<file path="config.mk">
export PLATFORM = sky130hd
export DESIGN_NAME = shared_timer_arb
export DESIGN_NICKNAME = d
export VERILOG_FILES = /design/src/rtl/shared_timer_arb.sv
export SDC_FILE = /design/constraint.sdc
export NUM_CORES = 1
export LEC_CHECK = 0
export CAP_MARGIN = 0
export CELL_PAD_IN_SITES_DETAIL_PLACEMENT = 1
export CELL_PAD_IN_SITES_GLOBAL_PLACEMENT = 2
export CORE_UTILIZATION = 26
export CTS_BUF_LIST = sky130_fd_sc_hd__clkbuf_16
export DETAILED_ROUTE_END_ITERATION = 8
export PLACE_DENSITY_LB_ADDON = 0.12
export SYNTH_ARGS = -nofsm -noshare
export SYNTH_HDL_FRONTEND = slang
export SYNTH_SLANG_ARGS = --single-unit
</file>
<file path="constraint.sdc">
create_clock -name clk -period 1.9 [get_ports clk]
set_input_delay 0.38 -clock clk [delete_from_list [all_inputs] [get_ports clk]]
set_output_delay 0.38 -clock clk [all_outputs]
set_load 0.005 [all_outputs]
</file>
<file path="src/rtl/shared_timer_arb.sv">
// shared_timer_arb: round-robin arbiter that lends one shared up-counter to
// NREQ requesters. The winner's terminal count is latched at grant; the
// grant is held for target+1 cycles (count 0..target), then a one-cycle done
// pulse is issued and the winner drops to lowest priority.
//
// Parameters : NREQ (2..8) requesters, W counter/length width.
// Ports      : clk           rising-edge clock
//              rst           synchronous active-low reset
//              req[NREQ]     level requests
//              len[NREQ*W]   per-requester terminal count, len[i*W +: W]
//              gnt[NREQ]     one-hot grant (registered)
//              done[NREQ]    one-cycle completion pulse (registered)
//              busy          high whenever the FSM is not in IDLE (registered)
//              count[W]      shared counter value (registered)
// Option     : `define SHARED_TIMER_ABORT_EN lets the granted requester end its
//              run early by dropping req; the run is abandoned without a done.
module shared_timer_arb #(
  parameter int unsigned NREQ = 4,
  parameter int unsigned W    = 8
) (
  input  logic              clk,
  input  logic              rst,
  input  logic [NREQ-1:0]   req,
  input  logic [NREQ*W-1:0] len,
  output logic [NREQ-1:0]   gnt,
  output logic [NREQ-1:0]   done,
  output logic              busy,
  output logic [W-1:0]      count
);

  localparam int unsigned PW = (NREQ > 1) ? $clog2(NREQ) : 1;

  typedef enum logic [1:0] {IDLE, RUN, DONE} state_t;

  state_t          r_state, w_state_nxt;
  logic [W-1:0]    r_count, w_count_nxt;
  logic [W-1:0]    r_target, w_target_nxt;
  logic [PW-1:0]   r_ptr, w_ptr_nxt;
  logic [PW-1:0]   r_sel, w_sel_nxt;
  logic [NREQ-1:0] r_gnt, w_gnt_nxt;
  logic [NREQ-1:0] r_done, w_done_nxt;
  logic            r_busy, w_busy_nxt;

  logic            w_found;
  logic [PW-1:0]   w_sel;
  logic [PW-1:0]   w_cand;
  logic [PW-1:0]   w_ptr_inc;
  logic [W-1:0]    w_len_arr [NREQ];

  function automatic logic [NREQ-1:0] onehot(input logic [PW-1:0] idx);
    logic [NREQ-1:0] v;
    v      = '0;
    v[idx] = 1'b1;
    return v;
  endfunction

  // Unpack the flat length bus into one entry per requester.
  for (genvar g = 0; g < NREQ; g++) begin : g_len
    assign w_len_arr[g] = len[g*W +: W];
  end

  // Round-robin pick: first set req bit scanning upward from r_ptr, wrapping.
  always_comb begin
    w_found = 1'b0;
    w_sel   = '0;
    w_cand  = '0;
    for (int unsigned k = 0; k < NREQ; k++) begin
      w_cand = PW'((32'(r_ptr) + k) % NREQ);
      if (!w_found && req[w_cand]) begin
        w_found = 1'b1;
        w_sel   = w_cand;
      end
    end
  end

  // The pointer moves past the finishing requester so it loses the next tie.
  assign w_ptr_inc = (r_sel == PW'(NREQ - 1)) ? '0 : r_sel + PW'(1);

  // Next-state and registered-output logic.
  always_comb begin
    w_state_nxt  = r_state;
    w_count_nxt  = r_count;
    w_target_nxt = r_target;
    w_ptr_nxt    = r_ptr;
    w_sel_nxt    = r_sel;
    w_gnt_nxt    = r_gnt;
    w_done_nxt   = '0;
    w_busy_nxt   = r_busy;
    case (r_state)
      IDLE: begin
        w_count_nxt = '0;
        w_gnt_nxt   = '0;
        w_busy_nxt  = 1'b0;
        if (w_found) begin
          w_state_nxt  = RUN;
          w_sel_nxt    = w_sel;
          w_target_nxt = w_len_arr[w_sel];
          w_gnt_nxt    = onehot(w_sel);
          w_busy_nxt   = 1'b1;
        end
      end
      RUN: begin
`ifdef SHARED_TIMER_ABORT_EN
        if (!req[r_sel]) begin
          w_state_nxt = IDLE;
          w_gnt_nxt   = '0;
          w_count_nxt = '0;
          w_ptr_nxt   = w_ptr_inc;
          w_busy_nxt  = 1'b0;
        end else
`endif
        if (r_count == r_target) begin
          w_state_nxt = DONE;
          w_gnt_nxt   = '0;
          w_done_nxt  = onehot(r_sel);
          w_count_nxt = '0;
          w_ptr_nxt   = w_ptr_inc;
        end else begin
          w_count_nxt = r_count + W'(1);
        end
      end
      DONE: begin
        w_state_nxt = IDLE;
        w_busy_nxt  = 1'b0;
      end
      default: begin
        w_state_nxt = IDLE;
        w_gnt_nxt   = '0;
        w_count_nxt = '0;
        w_busy_nxt  = 1'b0;
      end
    endcase
  end

  // State register with synchronous active-low reset.
  always_ff @(posedge clk) begin
    if (!rst) begin
      r_state  <= IDLE;
      r_count  <= '0;
      r_target <= '0;
      r_ptr    <= '0;
      r_sel    <= '0;
      r_gnt    <= '0;
      r_done   <= '0;
      r_busy   <= 1'b0;
    end else begin
      r_state  <= w_state_nxt;
      r_count  <= w_count_nxt;
      r_target <= w_target_nxt;
      r_ptr    <= w_ptr_nxt;
      r_sel    <= w_sel_nxt;
      r_gnt    <= w_gnt_nxt;
      r_done   <= w_done_nxt;
      r_busy   <= w_busy_nxt;
    end
  end

  assign gnt   = r_gnt;
  assign done  = r_done;
  assign busy  = r_busy;
  assign count = r_count;

endmodule

</file>
# Word-level counts from Yosys, hierarchy flattened
# Index checks and enable logic that the tools add are counted.
# word_totals
regBits	31
input_bits	38
out_inout_bits	17
word_cells	78
# op_classes
n_addsub	5
order_cmp	9
eq_ne	6
mux	34
bitwise	2
n_reduce_logical	14
# op_table
operator	n
$mux W8	3
$lt A2 B3 Y1 const B	6
$bmux W8 S2	1
$pmux W8 S2	1
$mux W2	7
$pmux W4 S3	1
$mux W1	11
$add A8 B1 Y8 const B	1
$bmux W1 S2	4
$eq A8 B8 Y1	1
$mux W4	2
$reduce_and A2 Y1	4
$logic_and A1 B1 Y1	5
$add A2 B1 Y2 const B	2
$add A2 B2 Y2 const B	2
$demux W1 S2	2
$eq A2 B2 Y1 const B	2
$ge A2 B1 Y1 const B	2
$ne A2 B2 Y1 const B	2
$pmux W2 S2	1
$ge A3 B3 Y1 const B	1
$logic_not A1 Y1	3
$not A2 Y3	1
$reduce_and A3 Y1	1
other kinds (4)	4

# Longest topological paths before layout
# Gate-level depths: netlist of run 1.
# depth
word_depth	18
mapped_depth	7
ltp_nobuf	5

# Worst setup path before layout of run 1
# No wires, ideal clock.
# synth_timing
path_kind	input to register
startpoint	input req[0]
endpoint	register r_gnt[1], in the netlist gnt[1]
setup_time_ps	92
t_arrival_ps	1501
required_ps	1808
path_slack_ps	306
cell_stages	6
n_path_buf	1
path_cell_list	inv_1 o22ai_1 a211o_1 buf_6 or3_4 o32ai_1
# synth_via
elab_chain_len	18
elab_cells_between_ends	29
classes_between	order compare: 2; mux: 20; reduce/logical: 7
# synth_lines
element	line_no	rtl
start, declared	23	input logic [NREQ-1:0] req,
$bmux W1 S2	69	if (!w_found && req[w_cand]) begin
$mux W1 (not written as such)	69	
$mux W1	69	
$logic_not A1 Y1	69	
$logic_and A1 B1 Y1	69	
$mux W1	69	
$logic_not A1 Y1	69	
$logic_and A1 B1 Y1	69	
[... 2 more ...]	--	
$logic_and A1 B1 Y1	69	
$mux W2	69	
$lt A2 B3 Y1 (not written as such) or $ge A2 B1 Y1 (tied branches)	53	v[idx] = 1'b1;
$logic_and A1 B1 Y1 (not written as such)	53	
$mux W1 (not written as such)	53	
$demux W1 S2	53	
$mux W4 *	94	if (w_found) begin
$pmux W4 S3 *	89	case (r_state)
end signal, assigned	152	r_gnt <= w_gnt_nxt;
end, declared	40	logic [NREQ-1:0] r_gnt, w_gnt_nxt;
# Every way passes the cells marked *; elsewhere a longest branch is shown, timed or not. The select of a mux whose other input is x is not followed.
# A chain may end at the register's enable or synchronous reset.

# Worst setup path in the final report of run 1
# layout_timing
startpoint	input req[1]
endpoint	register r_gnt[3], in the netlist gnt[3]
# The elaborated chain is that of the path after synthesis.

==> flow_summary.json, run 1 <==
{
  "intPower_mw": 1.50,
  "drt-initial-drc-count": 25,
  "final_common_cell": "clkdlybuf4s50_1",
  "dp.cells": 308,
  "min_period_over_period_pct": 96.9,
  "wl_per_cell_um": 14.7,
  "combPwrFrac_pct": 27.2,
  "syn_area_per_cell_um2": 9.28,
  "path_cells": "clkdlybuf4s50_1 -> nand2b_1 -> a21oi_1 -> a211o_1 -> or3_4 -> o32ai_1",
  "top_layer": "met4",
  "placed_area_um2": 2320,
  "core_area_um2": 5680,
  "clockBufferDepth": 2,
  "first_global_vias": 1561,
  "rsz0062_at_grt": "no",
  "slowest_delay_ps": 520,
  "numPortBuffers": 54,
  "worstPathRequired_ps": 2080,
  "power_density_nw_per_um2": 847,
  "layout_common_cells": "clkdlybuf4s50_1 (53), dfxtp_1 (31), mux2i_1 (18), buf_4 (18), nand3_1 (13)",
  "hp-class": "flip-flop to flip-flop",
  "die_y_um": 79.7,
  "worstPathArrival_ps": 2020,
  "path_buf_inv": 1,
  "status": "completed",
  "startpoint_type": "input port",
  "fin_cells": 316,
  "die_area_um2": 6350,
  "wirelength_mm": 4.63,
  "clock_sinks": 31,
  "grt_pass1_wl_mm": 7.18,
  "cts_tree": "yes",
  "viasPerCell": 4.93,
  "num_vias": 1557,
  "setup_tns_ps": 0,
  "die_x_um": 79.7,
  "syn_area_um2": 1570,
  "cp_slowest_cell": "clkdlybuf4s50_1",
  "antenna_found_initial": 0,
  "tightest_slew_ps": 500,
  "antenna_cells": 0,
  "period_needed_ps": 1840,
  "grt_max_degree": 20,
  "crit_family": "compound AO/OA/AOI/OAI gates",
  "yosysTopAreaCell": "dfxtp_1",
  "fin_skew_ps": 3.55,
  "final_cell_area_um2": 2470,
  "drive_gt1_share_pct": 11.9,
  "drv_cap": 0,
  "gp_congestion": 0.714,
  "synth_fp_nets": 212,
  "final_nets": 286,
  "wl_met3_um": 188,
  "synthTopCellsByArea": "dfxtp_1 (40%), mux2i_1 (11%), xor2_1 (5.0%)",
  "start_util_pct": 27.6,
  "dpl_worst_slack_ps": -291,
  "dp_hpwl_mm": 3.67,
  "ant_nets": 0,
  "clk_pin_slew_worst_paths_ps": 50,
  "whs_ps": 468,
  "clockRootBuffer": "clkbuf_16",
  "swShare_pct": 28.1,
  "h-tree-depth": 2,
  "insertion_delay_ps": 270,
  "rows": 27,
  "postCtsSetupRepairBufs": 0,
  "hold_viol": 0,
  "drc": 0,
  "setup_violations": 0,
  "yosysSeqAreaShare_pct": 39.6,
  "clockPowerShare_pct": 35.4,
  "numCtsBuffers": 5,
  "pwr-share-seq_pct": 37.5,
  "path_max_fanout": 4,
  "fmax_mhz": 543,
  "slew_viol_final": 0,
  "hold_buffers": 0,
  "p_sw_mw": 0.586,
  "syn_to_final_growth_pct": 57.2,
  "grt-ovfl-total": 0,
  "netlist_instances": 169,
  "slew_headroom_pct": 66.7,
  "crit_type": "input port to flip-flop",
  "yosysWarnings": 0,
  "firstDrtPassIters": 4,
  "synthDistinctLibCells": 38,
  "track_usage_pct": 15.2,
  "setup_slack_ps": 58.2,
  "p_leak_nw": 1.08,
  "synth_top_area_share_pct": 39.6,
  "wl_met1_mm": 2.15,
  "io_pins": 55,
  "end_kind": "flip-flop",
  "ir_drop_uv": 357,
  "ys_seq_elements": 31,
  "fillers": 670,
  "routed-wl-met2_mm": 2.20
}
==> tightest hold or removal path, cell delays in order, from the launching register on <==
cell and delay (ps):
dfxtp_1 310, nand2_1 50, o21ai_0 60
==> final cells by class <==
type	count	area, µm²	share of cell area, %
Multi-Input combinational cell	126	898	36.4
Inverter	6	22.5	0.913
Timing Repair Buffer	73	698	28.3
Tap cell	72	90.1	3.65
Clock buffer	5	125	5.07
Clock inverter	3	11.3	0.457
Sequential cell	31	621	25.2
==> state kept, by name, indices dropped and copies added (netlist names) <==
| register | count |
|---|---|
| count | 8 |
| busy | 1 |
| r_sel | 2 |
| done | 4 |
| r_target | 8 |
| gnt | 4 |
| r_ptr | 2 |
| r_state | 2 |
==> cell families after synthesis <==
group | share of synthesized area, %
and+or+nand+nor | 18.6
DFF | 39.6
buffers and inverters | 3.67
xor gates and xnor gates | 5.58
AOI/OAI and AO/OA | 16.4
adders and majority gates | 3.99
muxes | 12.2
==> power by group through the flow <==
| stage | Sequential, mW | Clock, mW | Combinational, mW |
|---|---|---|---|
| after global placement | 0.792 | 0 | 0.552 |
| after detailed placement | 0.794 | 0 | 0.566 |
| after global routing | 0.790 | 0.789 | 0.619 |
| after floorplan | 0.779 | 0 | 0.298 |
| final | 0.782 | 0.738 | 0.568 |
| after CTS | 0.783 | 0.758 | 0.569 |
==> timing repair <==
action,4_1_cts,5_1_grt
resized for setup,0,2
endpoints found under the setup margin,0,9
endpoints found under the hold margin,0,0
==> routing by layer <==
metal  vias to the layer above  GRT usage, %
met3                         9          4.23
met4                         0          7.64
met2                        39          24.8
met5                         -             0
met1                       740          18.1
li1                        769             -
==> cell usage after synthesis, drive strengths merged <==
| master | number |
|---|---|
| a211o | 1 |
| a21oi | 12 |
| a22o | 2 |
| a311o | 1 |
| a311oi | 1 |
| a31oi | 4 |
| a32oi | 1 |
| a41oi | 1 |
| and2 | 5 |
| and3 | 3 |
| buf | 3 |
| clkbuf | 3 |
| clkinv | 1 |
| dfxtp | 31 |
| ha | 5 |
| inv | 5 |
| mux2 | 1 |
| mux2i | 18 |
| nand2 | 12 |
| nand2b | 5 |
| nand3 | 13 |
| nand4 | 2 |
| nor2 | 8 |
| nor2b | 2 |
| nor3 | 1 |
| nor3b | 1 |
| nor4 | 2 |
| o21ai | 2 |
| o221ai | 8 |
| o22ai | 1 |
| o32ai | 2 |
| or3 | 2 |
| xnor2 | 1 |
| xor2 | 9 |
==> metrics by stage <==
stage	util [%]	power, mW
after CTS	43.3	2.11
after detailed placement	40.9	1.36
after floorplan	-	1.08
after global placement	40.9	1.34
final	43.5	2.09
after global routing	43.5	2.20
==> final timing paths <==
path	cells after the start	from	slack, ps	endpoint
min reg2reg	2	gnt[2]	470	gnt[2]
min	2	gnt[2]	470	gnt[2]
max	6	req[1]	60	gnt[3]
max reg2reg	6	r_target[6]	150	gnt[3]
(Power assumes the default switching activity.)
==> run 2, diff against run 1 <==
--- a/config.mk
+++ b/config.mk
@@ -5,10 +5,9 @@
 export SDC_FILE = /design/constraint.sdc
 export NUM_CORES = 1
 export LEC_CHECK = 0
-export CAP_MARGIN = 0
 export CELL_PAD_IN_SITES_DETAIL_PLACEMENT = 1
 export CELL_PAD_IN_SITES_GLOBAL_PLACEMENT = 2
-export CORE_UTILIZATION = 26
+export CORE_UTILIZATION = 23
 export CTS_BUF_LIST = sky130_fd_sc_hd__clkbuf_16
 export DETAILED_ROUTE_END_ITERATION = 8
 export PLACE_DENSITY_LB_ADDON = 0.12
==> constraint.sdc (replaced) <==
create_clock -name clk -period 1.5 [get_ports clk]
set_input_delay 0.3 -clock clk [delete_from_list [all_inputs] [get_ports clk]]
set_output_delay 0.3 -clock clk [all_outputs]
set_load 0.005 [all_outputs]
==> run 2 against run 1 <==
  * The flow now finishes with violations (setup timing)
  * Flip-flop and latch count did not move
  * Die area is 13% higher
  * Register-to-register slack got worse by 200 ps
  * Utilization increased by 0.17 points
  * Worst hold slack worse by 5.4 ps
  * First-iteration DRC count up 84%
  * Critical path depth stayed put
  * Via count rose by 1.5%
  * Count of clock-buffer cells in the layout did not move
  * Design area increased by 14%
  * Combinational power rose by 83%
==> flow_summary.json, run 2 (synthesis gave the netlist of run 1 again) <==
{
  "status": "finished, violations left",
  "violations": "setup timing",
  "multi_input_area_um2": 1110,
  "antenna_cells": 0,
  "crit_family": "flip-flops",
  "dp_hpwl_mm": 3.89,
  "grtUsageMet3_pct": 4.23,
  "clockBufferDepth": 2,
  "setup_slack_ps": -46.2,
  "worstPathArrival_ps": 1700,
  "die_x_um": 84.6,
  "io_pins": 55,
  "clk_pin_slew_worst_paths_ps": 50,
  "end_kind": "flip-flop",
  "final_cell_area_um2": 2820,
  "fin_skew_ps": 4.83,
  "dpl_worst_slack_ps": -519,
  "clockRootBuffer": "clkbuf_16",
  "track_usage_pct": 15.0,
  "drive_gt1_share_pct": 34.1,
  "slew_headroom_pct": 72.3,
  "finalPower_mw": 2.98,
  "whs_ps": 462,
  "cp_slowest_cell": "dfxtp_2",
  "grt_pass1_wl_mm": 8.29,
  "wl_per_cell_um": 15.8,
  "dp.cells": 321,
  "ant_nets": 0,
  "path_max_fanout": 6,
  "drt-initial-drc-count": 46,
  "grt_max_degree": 19,
  "hold_viol": 0,
  "setup_tns_ps": -116,
  "ir_drop_uv": 458,
  "gr-max-usage-layer": "met2",
  "hold_buffers": 0,
  "syn_to_final_growth_pct": 79.6,
  "numPortBuffers": 54,
  "startpoint_type": "flip-flop",
  "fin_cells": 332,
  "rsz0062_at_grt": "yes",
  "gp_congestion": 0.723,
  "grt-ovfl-total": 0,
  "min_period_over_period_pct": 103,
  "core_area_um2": 6460,
  "viasPerCell": 4.76,
  "power_density_nw_per_um2": 1060,
  "path_cells": "xor2_2 -> nor4_4 -> buf_4 -> a21oi_4 -> buf_6 -> mux2_2",
  "drv_cap": 0,
  "drc": 0,
  "tightest_slew_ps": 415,
  "seq_area_um2": 642,
  "gr-usage-met2_pct": 25.1,
  "final_core_utilization_pct": 43.6,
  "hp-class": "flip-flop to flip-flop",
  "cts_tree": "yes",
  "insertion_delay_ps": 270,
  "num_vias": 1581,
  "slowest_delay_ps": 330,
  "p_leak_nw": 1.24,
  "placed_area_um2": 2430,
  "start_util_pct": 24.3,
  "layout_common_cells": "clkdlybuf4s50_1 (42), buf_4 (23), mux2i_1 (18), dfxtp_1 (18)",
  "worstPathRequired_ps": 1660,
  "setup_violations": 5,
  "first_global_vias": 1724,
  "final_nets": 298,
  "firstDrtPassIters": 6,
  "fillers": 730,
  "die_y_um": 84.6,
  "fmax_mhz": 647,
  "final_common_cell": "clkdlybuf4s50_1",
  "slew_viol_final": 0,
  "antenna_found_initial": 0,
  "rows": 29,
  "grt.met1_usage_pct": 18.5,
  "die_area_um2": 7160,
  "wirelength_mm": 5.25,
  "path_buf_inv": 2,
  "clock_sinks": 31,
  "period_needed_ps": 1550,
  "h-tree-depth": 2,
  "numCtsBuffers": 5,
  "crit_type": "flip-flop to flip-flop"
}
run 2: cell types whose count changed in the layout (fill, tap and decap cells not counted), sizes merged:
cell / delta
inv: -1
dlygate4sd2: +10
clkbuf: +2
clkdlybuf4s50: -11
buf: +11
run 2: layer usage:
layer	part of all wire (%)	vias up	routed length, µm
met5	0	-	0
met4	0.40	0	21
met3	3.3	2	174
met2	50	31	2630
met1	46	757	2430
li1	-	791	-
run 2: report_power, final:
| part | switching (mW) | leakage, nW | internal [mW] |
|---|---|---|---|
| clock network | 0.338 | 0.0671 | 0.595 |
| registers | 0.0918 | 0.260 | 0.918 |
| logic | 0.469 | 0.911 | 0.569 |
| total | 0.899 | 1.24 | 2.08 |
run 2: worst paths after layout:
kind / from / to / slack (ps) / cells after the start
min: busy / busy / 460 / 2
max reg2reg: r_target[4] / count[0] / -50 / 6
max: r_target[4] / count[0] / -50 / 6
min reg2reg: busy / busy / 460 / 2
run 2: repair_timing:
item,CTS,global route
setup endpoints to repair,36,28
gates resized for setup,42,28
buffers inserted,3,2
cloned,1,1
pin swaps,8,13
run 2: worst register-to-register path, cell delays in order, from the launching register on:
cell,delay (ps)
dfxtp_2,330
xor2_2,190
nor4_4,270
buf_4,190
a21oi_4,70
buf_6,140
mux2_2,250
run 2: area by class of cell:
cell class	count	area share [%]
clock buffer	5	4.44
tap	77	3.42
clock inverter	2	0.311
multi-input combinational	126	39.5
inverter	6	0.799
sequential	31	22.8
timing repair buffer	85	28.8
